[config.mk]
export PLATFORM = sky130hd
export DESIGN_NAME = ddr_512b_adc_gen
export DESIGN_NICKNAME = d
export VERILOG_FILES = /design/src/rtl/ddr_512b_adc_gen.sv
export SDC_FILE = /design/constraint.sdc
export NUM_CORES = 1
export LEC_CHECK = 0
export ABC_CLOCK_PERIOD_IN_PS = 4000
export CAP_MARGIN = 15
export CORE_AREA = 2 2 231 233
export DETAILED_ROUTE_END_ITERATION = 10
export DIE_AREA = 0 0 233 235
export GPL_ROUTABILITY_DRIVEN = 0
export PLACE_DENSITY = 0.57
export SETUP_SLACK_MARGIN = 0.2
export SLEW_MARGIN = 20
export SYNTH_ARGS = -nofsm -noshare
export SYNTH_HDL_FRONTEND = slang
export SYNTH_SLANG_ARGS = --single-unit
[constraint.sdc]
create_clock -name clk -period 4 [get_ports clk]
set_clock_uncertainty 0.1 [all_clocks]
set_input_delay 0.8 -clock clk [delete_from_list [all_inputs] [get_ports clk]]
set_output_delay 0.8 -clock clk [all_outputs]
set_load 0.02 [all_outputs]
[src/rtl/ddr_512b_adc_gen.sv]
// ddr_512b_adc_gen: 512-bit test-pattern source for the ADC/DDR datapath.
// Each beat carries 32 x 16-bit lanes, lane k = seed + (k mod 4). The seed
// steps by 4 per accepted beat so the downstream checker sees a continuous
// count. Runs are started, sized, paced, stopped and error-injected from
// the config register bank.
`timescale 1ns/1ps

module ddr_512b_adc_gen #(
  parameter int DATA_WD = 512,
  parameter int CNT_WD  = 32
) (
  input  logic               clk,
  input  logic               rst,
  input  logic               cfg_rst,
  input  logic               cfg_start,
  input  logic               cfg_stop,
  input  logic [CNT_WD-1:0]  cfg_beat_num,
  input  logic [7:0]         cfg_gap,
  input  logic               cfg_err_inj,
  input  logic               adc_rdy,
  output logic               adc_vld,
  output logic [DATA_WD-1:0] adc_data,
  output logic               busy,
  output logic               done,
  output logic [CNT_WD-1:0]  tx_cnt
);

  localparam int LANES = DATA_WD / 16;
  localparam logic [CNT_WD-1:0] CNT_ONE = CNT_WD'(1);

  typedef enum logic [1:0] {
    S_IDLE,
    S_SEND,
    S_GAP,
    S_DONE
  } state_t;

  state_t            state;
  logic [15:0]       seed;
  logic [CNT_WD-1:0] beat_cnt;
  logic [CNT_WD-1:0] beat_num_q;
  logic [7:0]        gap_q;
  logic [7:0]        gap_cnt;
  logic              stop_pend;
  logic              err_pend;
  logic              cur_bad;     // the beat currently presented is corrupted

  logic              accept;
  logic              stop_now;
  logic              last_beat;
  logic [15:0]       seed_nx;
  logic              err_nx;

  // Build one beat: lanes repeat seed, seed+1, seed+2, seed+3 (mod 2^16);
  // a corrupted beat has bit 0 of lane 0 inverted.
  function automatic logic [DATA_WD-1:0] make_beat(input logic [15:0] s,
                                                   input logic        bad);
    logic [DATA_WD-1:0] b;
    b = '0;
    for (int k = 0; k < LANES; k++) begin
      b[k*16 +: 16] = s + 16'(k % 4);
    end
    b[0] = b[0] ^ bad;
    return b;
  endfunction

  assign accept    = adc_vld & adc_rdy;
  assign stop_now  = stop_pend | cfg_stop;
  assign last_beat = (beat_num_q != '0) && ((beat_cnt + CNT_ONE) == beat_num_q);
  assign seed_nx   = accept ? seed + 16'd4 : seed;

  // Error flag after this cycle: a pulse arms it, accepting the corrupted beat
  // disarms it, and a pulse landing on that same acceptance is absorbed.
  always_comb begin
    // NOTE: every always_comb output gets a default first so no path can
    // leave it unassigned and infer a latch.
    err_nx = err_pend | cfg_err_inj;
    if (accept && cur_bad) begin
      err_nx = 1'b0;
    end
  end

  // Run control FSM with registered handshake, payload and status outputs.
  always_ff @(posedge clk) begin
    if (rst || cfg_rst) begin
      // NOTE: sequential state uses non-blocking assignments so every
      // register samples pre-edge values regardless of statement order.
      state      <= S_IDLE;
      seed       <= '0;
      beat_cnt   <= '0;
      beat_num_q <= '0;
      gap_q      <= '0;
      gap_cnt    <= '0;
      stop_pend  <= 1'b0;
      err_pend   <= 1'b0;
      cur_bad    <= 1'b0;
      adc_vld    <= 1'b0;
      adc_data   <= '0;
      busy       <= 1'b0;
      done       <= 1'b0;
      tx_cnt     <= '0;
    end else begin
      err_pend <= err_nx;
      done     <= 1'b0;
      if (accept) begin
        seed     <= seed_nx;
        tx_cnt   <= tx_cnt + CNT_ONE;
        beat_cnt <= beat_cnt + CNT_ONE;
      end
      case (state)
        S_IDLE: begin
          stop_pend <= 1'b0;
          if (cfg_start) begin
            state      <= S_SEND;
            busy       <= 1'b1;
            adc_vld    <= 1'b1;
            adc_data   <= make_beat(seed_nx, err_nx);
            cur_bad    <= err_nx;
            beat_cnt   <= '0;
            beat_num_q <= cfg_beat_num;
            gap_q      <= cfg_gap;
          end
        end
        S_SEND: begin
          if (cfg_stop) begin
            stop_pend <= 1'b1;
          end
          // A presented beat is never withdrawn: exits wait for acceptance.
          if (accept) begin
            if (stop_now || last_beat) begin
              state     <= S_DONE;
              adc_vld   <= 1'b0;
              busy      <= 1'b0;
              done      <= 1'b1;
              stop_pend <= 1'b0;
            end else if (gap_q != 8'd0) begin
              state   <= S_GAP;
              adc_vld <= 1'b0;
              gap_cnt <= gap_q;
            end else begin
              adc_data <= make_beat(seed_nx, err_nx);
              cur_bad  <= err_nx;
            end
          end
        end
        S_GAP: begin
          if (cfg_stop) begin
            stop_pend <= 1'b1;
          end
          if (stop_now) begin
            state     <= S_DONE;
            busy      <= 1'b0;
            done      <= 1'b1;
            stop_pend <= 1'b0;
          end else if (gap_cnt <= 8'd1) begin
            state    <= S_SEND;
            adc_vld  <= 1'b1;
            adc_data <= make_beat(seed_nx, err_nx);
            cur_bad  <= err_nx;
          end else begin
            gap_cnt <= gap_cnt - 8'd1;
          end
        end
        S_DONE: begin
          state     <= S_IDLE;
          stop_pend <= 1'b0;
        end
        default: state <= S_IDLE;
      endcase
    end
  end

endmodule

Word-level counts from Yosys, hierarchy flattened

Index checks and enable logic that the tools add are counted.

Add/subtract/negate cells: 7
$lt $le $gt $ge: 1
Equal/unequal tests: 16
Muxes and demuxes: 52
Bitwise gates (word level): 4
Reduce and logical (&&, ||, !) cells: 16

Operator list:

| operator              | number |
|---|---|
| $mux 512              | 6 |
| $pmux 512 s3          | 1 |
| $mux 32               | 3 |
| $add 32x1->32 const B | 2 |
| $mux 8                | 5 |
| $add 16x2->16 const B | 2 |
| $eq 32x32->1          | 1 |
| $reduce_bool 32->1    | 1 |
| $mux 1                | 23 |
| $ne 2x2->1 const B    | 10 |
| $add 16x1->16 const B | 1 |
| $add 16x3->16 const B | 1 |
| $mux 16               | 1 |
| $pmux 8 s2            | 1 |
| $mux 2                | 6 |
| $pmux 1 s3            | 4 |
| $reduce_and 6->1      | 2 |
| $le 8x1->1 const B    | 1 |
| $pmux 2 s4            | 1 |
| $reduce_bool 8->1     | 1 |
| $sub 8x1->8 const B   | 1 |
| $reduce_and 7->1      | 1 |
| $ne 3x3->1 const B    | 2 |
| $reduce_and 5->1      | 1 |
| 14 further kinds      | 18 |

Register bits after elaboration: 648
Input port bits: 47
Output and inout port bits: 547
Logic and storage cells: 110

Longest topological paths before layout

Gate-level depths: netlist of the first run.

Depth in word-level cells: 8
Mapped depth: 13
Mapped depth without buffers: 10

Worst setup path after synthesis of the first run

Ideal clock, no wire load.

Path kind: register to register
Start: register beat_cnt[0]
End: register adc_data[502]
Data arrival time: 3319 ps
Required time: 3779 ps
Setup slack: 459 ps
Cell stages (with the launch flop): 13
Buffers on the path: 2
Period minus slack after synthesis: 3541 ps
Path through: dfxtp_1 ha_1 nand4_1 or4_1 nor4_1 a21o_1 nand4_1 or4_4 o211ai_2 a21o_1 buf_6 buf_12 mux2_4

Word-level cells in the longest chain between the ends: 6

Ends and longest elaborated chain:

| what                       | RTL line | RTL |
|---|---|---|
| start: declaration         | 40       | `logic [CNT_WD-1:0] beat_cnt;` |
| start signal: assignment   | 108      | `beat_cnt <= beat_cnt + CNT_ONE;` |
| $add 32x1->32              | 69       | `assign last_beat = (beat_num_q != '0) && ((beat_cnt + CNT_ONE) == beat_num_q);` |
| $eq 32x32->1               | 69       |  |
| $logic_and 1x1->1          | 69       |  |
| $logic_or 1x1->1           | 130      | `if (stop_now \|\| last_beat) begin` |
| $ne 2x2->1 (no line)       | --       |  |
| $reduce_and 7->1 (no line) | --       |  |
| end signal: assignment     | 117      | `adc_data <= make_beat(seed_nx, err_nx);` |
| end signal: assignment     | 141      | `adc_data <= make_beat(seed_nx, err_nx);` |
| end signal: assignment     | 158      | `adc_data <= make_beat(seed_nx, err_nx);` |
| end: declaration           | 22       | `output logic [DATA_WD-1:0] adc_data,` |

No other way between the ends.
A chain may end at the register's enable or synchronous reset.

Final worst setup path of the first run

Start: register beat_cnt[4]
End: register adc_data[501]

Same word-level chain as after synthesis.

==> results.txt, run 1 <==
RSZ-0062 raised after global routing -> no
Commonest register cell after synthesis -> dfxtp_1
Top-level port count -> 594
Setup CP Type -> reg -> reg
CTS tree -> yes
#FFs+latches synth -> 149
CP arrival -> 3850 ps
Layout Cell Area excl Fill -> 0.01475 mm^2
DP HPWL -> 23.59 mm
Worst setup EP type -> flop
Worst slew margin -> 0.3150
Area growth syn-to-layout -> 30.49%
Worst Hold Class -> reg -> reg
Htree depth -> 4
Inserted Clock Buffers -> 17
Final Critical Period -> 3636 ps
Core area -> 0.05224 mm^2
Dpl cell area -> 0.01408 mm^2
CTS root buffer -> clkbuf_16
Largest net degree at the start of global routing -> 59
Top post-synthesis cells by area -> buf_4 (33%), dfxtp_1 (26%), nand2_1 (4.8%)
Ys async rst share -> 0
Final setup fails -> 0
Number of synthesized flops with an enable pin -> 0
Nets -> 1561
First-pass GRT wire length -> 45.43 mm
Post-synth top area share -> 0.3328
Buffers added on ports -> 562
Final hold violations -> 0
Actual slew at the worst max-slew pin -> 1026 ps
DRT Pass-1 Iters -> 5
Syn Inst Count -> 1416
Number of global-route vias before repair -> 7745
Chip height -> 235 um
Area leader, netlist -> buf_4
Mapped Area -> 0.01130 mm^2
Peak supply drop -> 0.3042 mV
Critical Path RT -> 4220 ps
PwrDens -> 243.3 mW/mm^2
Via Count -> 8779
Congestion Overflow GR -> 0
Routed WL -> 31.20 mm
Outcome -> finished, final reports clean
Max_cap viols -> 0
Crit Path Max Fanout -> 16
# fillers -> 5428
Layout cells sized above 1 -> 0.07515
DRC errors left -> 0
Placement Rows -> 84
Synth cell types -> 73
Wirelength per Cell -> 14.15 um
ANT nets after route -> 0
Fin Setup TNS -> 0 ps
Clock buffer depth -> 2
DRC violation total after the first TritonRoute iteration -> 518
Initial Utilization -> 0.2163
Leak pwr -> 4.976 nW
Clk_lat worst skew -> 440 ps
Synth warnings -> 0
Initial antenna violation count -> 0
Die area -> 0.05476 mm^2
Clock Sinks -> 149
Post-Syn Area per Cell -> 7.981 um^2
Width of the die -> 233 um
Worst-path clk slew -> 60 ps
Sequential share of the synthesized area -> 0.2640
Via/cell ratio -> 3.981
Fmax -> 275.0 MHz
Hold Buf Count CTS -> 0
Total Power -> 3.588 mW
Worst setup SP type -> flop
Total track usage -> 0.1051
Period Utilization, post-route -> 0.9090
Antenna cells -> 0
Final Slew Violations -> 0
==> per-layer routing <==
layer  up-vias  track usage  part of all wire
met5         -            0                 0
met4         0      0.02837             0.015
met3        35      0.01723             0.046
met2       345       0.1966              0.52
met1      4072       0.1218              0.42
li1       4327            -                 -
==> cells in the mapped netlist (14+ instances only) <==
library cell  count
buf_4           501
dfxtp_1         149
nand2_1         144
nor2_1           92
a21oi_1          78
xor2_1           55
xnor2_1          43
clkbuf_1         36
nand3_1          35
o21ai_0          25
and2_1           22
nand4_1          21
or3_1            18
nor4_1           16
and3_1           15
nor3_1           15
inv_1            14
==> worst paths after layout <==
path | startpoint | endpoint | slack (ps) | cells past startpoint
hold reg to reg | adc_data[0] | err_pend | 380 | 1
setup reg to reg | beat_cnt[4] | adc_data[501] | 360 | 10
setup / recovery | beat_cnt[4] | adc_data[501] | 360 | 10
hold / removal | adc_data[0] | err_pend | 380 | 1
==> per-stage QoR <==
stage	std cells	hold WS [ps]	utilization	setup WS (ps)
6_report	2205	378.5	0.2823	363.8
5_1_grt	2205	411.1	0.2823	200.8
4_1_cts	2203	382.4	0.2813	209.0
3_5_place_dp	2170	363.4	0.2696	108.0
3_3_place_gp	2170	367.2	0.2696	174.0
2_1_floorplan	1446	333.4	-	459.4
==> power by group <==
group,switching [mW],internal (mW),leakage (nW)
registers,0.0281,1.50,1.21
logic,0.235,0.168,3.48
clock network,0.690,0.963,0.291
total,0.953,2.63,4.98
==> layout by cell type (no fill, tap or decap), drive strengths merged, types with 3 or more instances in the layout <==
| cell | netlist | final |
|---|---|---|
| xor2 | 55 | 55 |
| a221oi | 6 | 6 |
| and2 | 22 | 22 |
| nor4 | 17 | 17 |
| buf | 515 | 29 |
| nand3 | 36 | 36 |
| or2 | 3 | 3 |
| clkbuf | 37 | 20 |
| xnor2 | 43 | 43 |
| nand2 | 144 | 144 |
| nor2 | 94 | 94 |
| ha | 10 | 10 |
| o21ai | 26 | 26 |
| mux2 | 14 | 14 |
| and4 | 8 | 8 |
| a21o | 5 | 5 |
| o221a | 4 | 4 |
| inv | 14 | 16 |
| or3 | 21 | 21 |
| o211ai | 7 | 7 |
| dfxtp | 149 | 149 |
| conb | 1 | 31 |
| mux2i | 4 | 4 |
| nand3b | 3 | 3 |
| a21oi | 78 | 78 |
| or4 | 6 | 6 |
| and3 | 15 | 15 |
| a31oi | 7 | 7 |
| o32ai | 3 | 3 |
| clkdlybuf4s50 | 0 | 562 |
| nor3 | 15 | 15 |
| nand4 | 23 | 23 |
| clkinv | 1 | 8 |
==> critical path, cell delays in order (launching register included) <==
cell	delay, ps
dfxtp_1	460
nand3_1	360
or4b_2	750
nand3b_1	110
o221a_2	190
o2111ai_1	100
or3_2	530
o211ai_2	200
a21o_1	190
buf_12	180
mux2_2	350
==> what timing repair did <==
action	in CTS	in global routing
pin swaps	1	5
buffers inserted	1	2
gates cloned	0	0
endpoints found under the setup margin	16	22
resized for setup	2	11
==> layout make-up <==
| type | count | area [um^2] | area share |
|---|---|---|---|
| inverter | 15 | 56.30 | 0.003818 |
| sequential | 149 | 2995 | 0.2031 |
| tap | 688 | 860.8 | 0.05837 |
| clock buffer | 20 | 456.7 | 0.03097 |
| multi-input combinational | 730 | 4375 | 0.2967 |
| timing repair buffer | 591 | 5856 | 0.3971 |
| clock inverter | 12 | 146.4 | 0.009927 |
==> flip-flops by register name, indices dropped and copies added, names as in the netlist, 2 cells and up <==
| name | flops |
|---|---|
| gap_cnt | 8 |
| adc_data | 16 |
| beat_num_q | 32 |
| gap_q | 8 |
| state | 2 |
| beat_cnt | 32 |
| tx_cnt | 32 |
| seed | 14 |
==> logic make-up after synthesis <==
family,Yosys count,share of synthesized area
compound gates,162,0.08935
xor+xnor,98,0.07595
fa+ha+maj,10,0.01107
buf+inv,567,0.3619
flops,149,0.2640
mux,18,0.02015
other cells,1,0.0003318
simple gates,411,0.1773
No activity file was read; power rests on OpenSTA's default activity.
==> run 2: changes to the inputs <==
--- a/config.mk
+++ b/config.mk
@@ -5,6 +5,7 @@
 export SDC_FILE = /design/constraint.sdc
 export NUM_CORES = 1
 export LEC_CHECK = 0
+export ABC_AREA = 0
 export ABC_CLOCK_PERIOD_IN_PS = 4000
 export CAP_MARGIN = 15
 export CORE_AREA = 2 2 231 233
==> results of run 2 <==
Final layout, timing and power as in run 1 (identical DEF).
==> run 3: changes to the inputs <==
--- a/config.mk
+++ b/config.mk
@@ -12,6 +12,8 @@
 export DETAILED_ROUTE_END_ITERATION = 10
 export DIE_AREA = 0 0 233 235
 export GPL_ROUTABILITY_DRIVEN = 0
+export GPL_TIMING_DRIVEN = 0
+export MAX_ROUTING_LAYER = met4
 export PLACE_DENSITY = 0.57
 export SETUP_SLACK_MARGIN = 0.2
 export SLEW_MARGIN = 20
==> results.txt, run 3 (synthesis results as in run 1) <==
Outcome -> finished, final reports clean
Area growth syn-to-layout -> 65.82%
Htree depth -> 4
Commonest non-fill, non-tap cell in the layout -> clkdlybuf4s50_1
Max stage delay on crit path -> 590 ps
Final setup fails -> 0
Congestion Overflow GR -> 0
CTS root buffer -> clkbuf_16
Fmax -> 273.1 MHz
Worst slew margin -> 0.3030
Max_cap viols -> 0
Placement Rows -> 84
CP arrival -> 3880 ps
Layout cells sized above 1 -> 0.3042
Setup CP Type -> reg -> reg
CP cell instances -> clkbuf_4 -> nand4_4 -> or3_1 -> buf_6 -> nor2_4 -> xnor2_1 -> or4_1 -> or4_4 -> o211ai_2 -> a21o_1 -> buf_6 -> buf_12 -> mux2_4
Final Slew Violations -> 0
R2R Path Start -> beat_cnt[9]
PwrDens -> 196.2 mW/mm^2
Final Critical Period -> 3661 ps
Total track usage -> 0.1358
Leak pwr -> 7.783 nW
Worst setup SP type -> flop
Peak supply drop -> 0.3139 mV
DP HPWL -> 30.70 mm
CP dominant cell by count -> buf_6
Wirelength per Cell -> 14.02 um
Pre-CTS setup slack -> -430.4 ps
Routed WL -> 38.41 mm
Number of global-route vias before repair -> 9522
Width of the die -> 233 um
Clk_lat worst skew -> 440 ps
Total Power -> 3.677 mW
Crit Path Max Fanout -> 10
CTS tree -> yes
Worst-path clk slew -> 60 ps
Inserted Clock Buffers -> 17
Top-level port count -> 594
First-pass GRT wire length -> 57.04 mm
Crit-path leading delay family -> simple AND/OR/NAND/NOR gates
Most frequent cells in the layout -> clkdlybuf4s50_1 (562), buf_4 (510), nand2_1 (144)
Fin Setup TNS -> 0 ps
Final hold violations -> 0
Die area -> 0.05476 mm^2
CP max stage cell -> or4_4
Initial antenna violation count -> 1
Met2 Resource Use GR -> 0.2498
Buffers & Inverters on Critical Path -> 4
Via/cell ratio -> 3.881
Layout Cell Area excl Fill -> 0.01874 mm^2
Via Count -> 10630
Dpl cell area -> 0.01795 mm^2
Clock buffer depth -> 2
Nets -> 2095
Core area -> 0.05224 mm^2
Regs by FF count -> beat_cnt x32, beat_num_q x32, tx_cnt x32
Chip height -> 235 um
Worst setup EP type -> flop
Hold Buf Count CTS -> 0
DRC errors left -> 0
Inst Count DP -> 2698
Largest net degree at the start of global routing -> 34
Setup ws final -> 338.9 ps
GRT busiest layer -> met2
Actual slew at the worst max-slew pin -> 1044 ps
RSZ-0062 raised after global routing -> no
Buffers added on ports -> 562
Met3 usage -> 0.02136
Critical Path RT -> 4220 ps
DRT Pass-1 Iters -> 5
Period Utilization, post-route -> 0.9153
CP Launch Point -> beat_cnt[9]
DRC violation total after the first TritonRoute iteration -> 446
Met1 usage -> 0.1496
Clock Sinks -> 149
Initial Utilization -> 0.2163
ANT nets after route -> 0
Finished Layout Cells -> 2740
Worst Hold Class -> reg -> reg
Hold_sp -> gap_q[2]
-- run 3: cell types whose count changed in the layout (fill, tap and decap cells not counted), moves of 2 or more --
cell      previous run  this run
dfxtp_2             10        17
buf_4               28       510
buf_12               1         3
buf_1                0         2
clkbuf_2             0         4
nand4_4              0         2
buf_6                0         8
dfxtp_1            139       130
clkbuf_4             0         2
dfxtp_4              0         2
nand4_2              2         0
clkinv_4             7         4
clkbuf_1             1        33
inv_6                2         4
-- run 3: worst paths after layout --
path	cells past startpoint	slack, ps	to
setup / recovery	13	340	adc_data[505]
hold / removal	2	380	gap_q[2]
setup reg to reg	13	340	adc_data[505]
hold reg to reg	2	380	gap_q[2]
-- run 3: stage by stage --
stage                 util  hold slack (ps)
floorplan                -            333.4
global placement    0.3427            357.5
detailed placement  0.3437            372.5
CTS                 0.3564            378.8
global route        0.3587            407.0
finish              0.3587            378.4
-- run 3: area by class of cell --
type                    instances  area, um^2
multi-input cells             730        4423
fillers                      5436       33500
inverters                      15       56.30
plain buffers                 552        4043
flip-flops and latches        149        3012
diodes                          1       2.502
repair buffers                573        5733
well taps                     688       860.8
clock inverters                12       142.6
clock buffers                  20       466.7
-- run 3: per-layer routing --
layer	share of wire	up-vias
met5	0	-
met4	0.017	0
met3	0.054	40
met2	0.53	340
met1	0.40	4836
li1	-	5418
-- run 3: tightest hold or removal path, stage by stage (launching register included) --
cell	delay, ps
dfxtp_1	320
nand2_1	60
a21oi_1	50
-- run 3: power breakdown --
group	switching (mW)	internal (mW)	total [mW]
Clock	0.677	0.979	1.66
Combinational	0.260	0.230	0.490
Sequential	0.0291	1.50	1.53
Total	0.966	2.71	3.68
-- run 3: repair_timing --
action                                 4_1_cts  5_1_grt
setup endpoints to repair                   29       24
pin swaps                                    3        6
endpoints found under the hold margin        0        0
buffers inserted                             2        7
resized for setup                            9       19
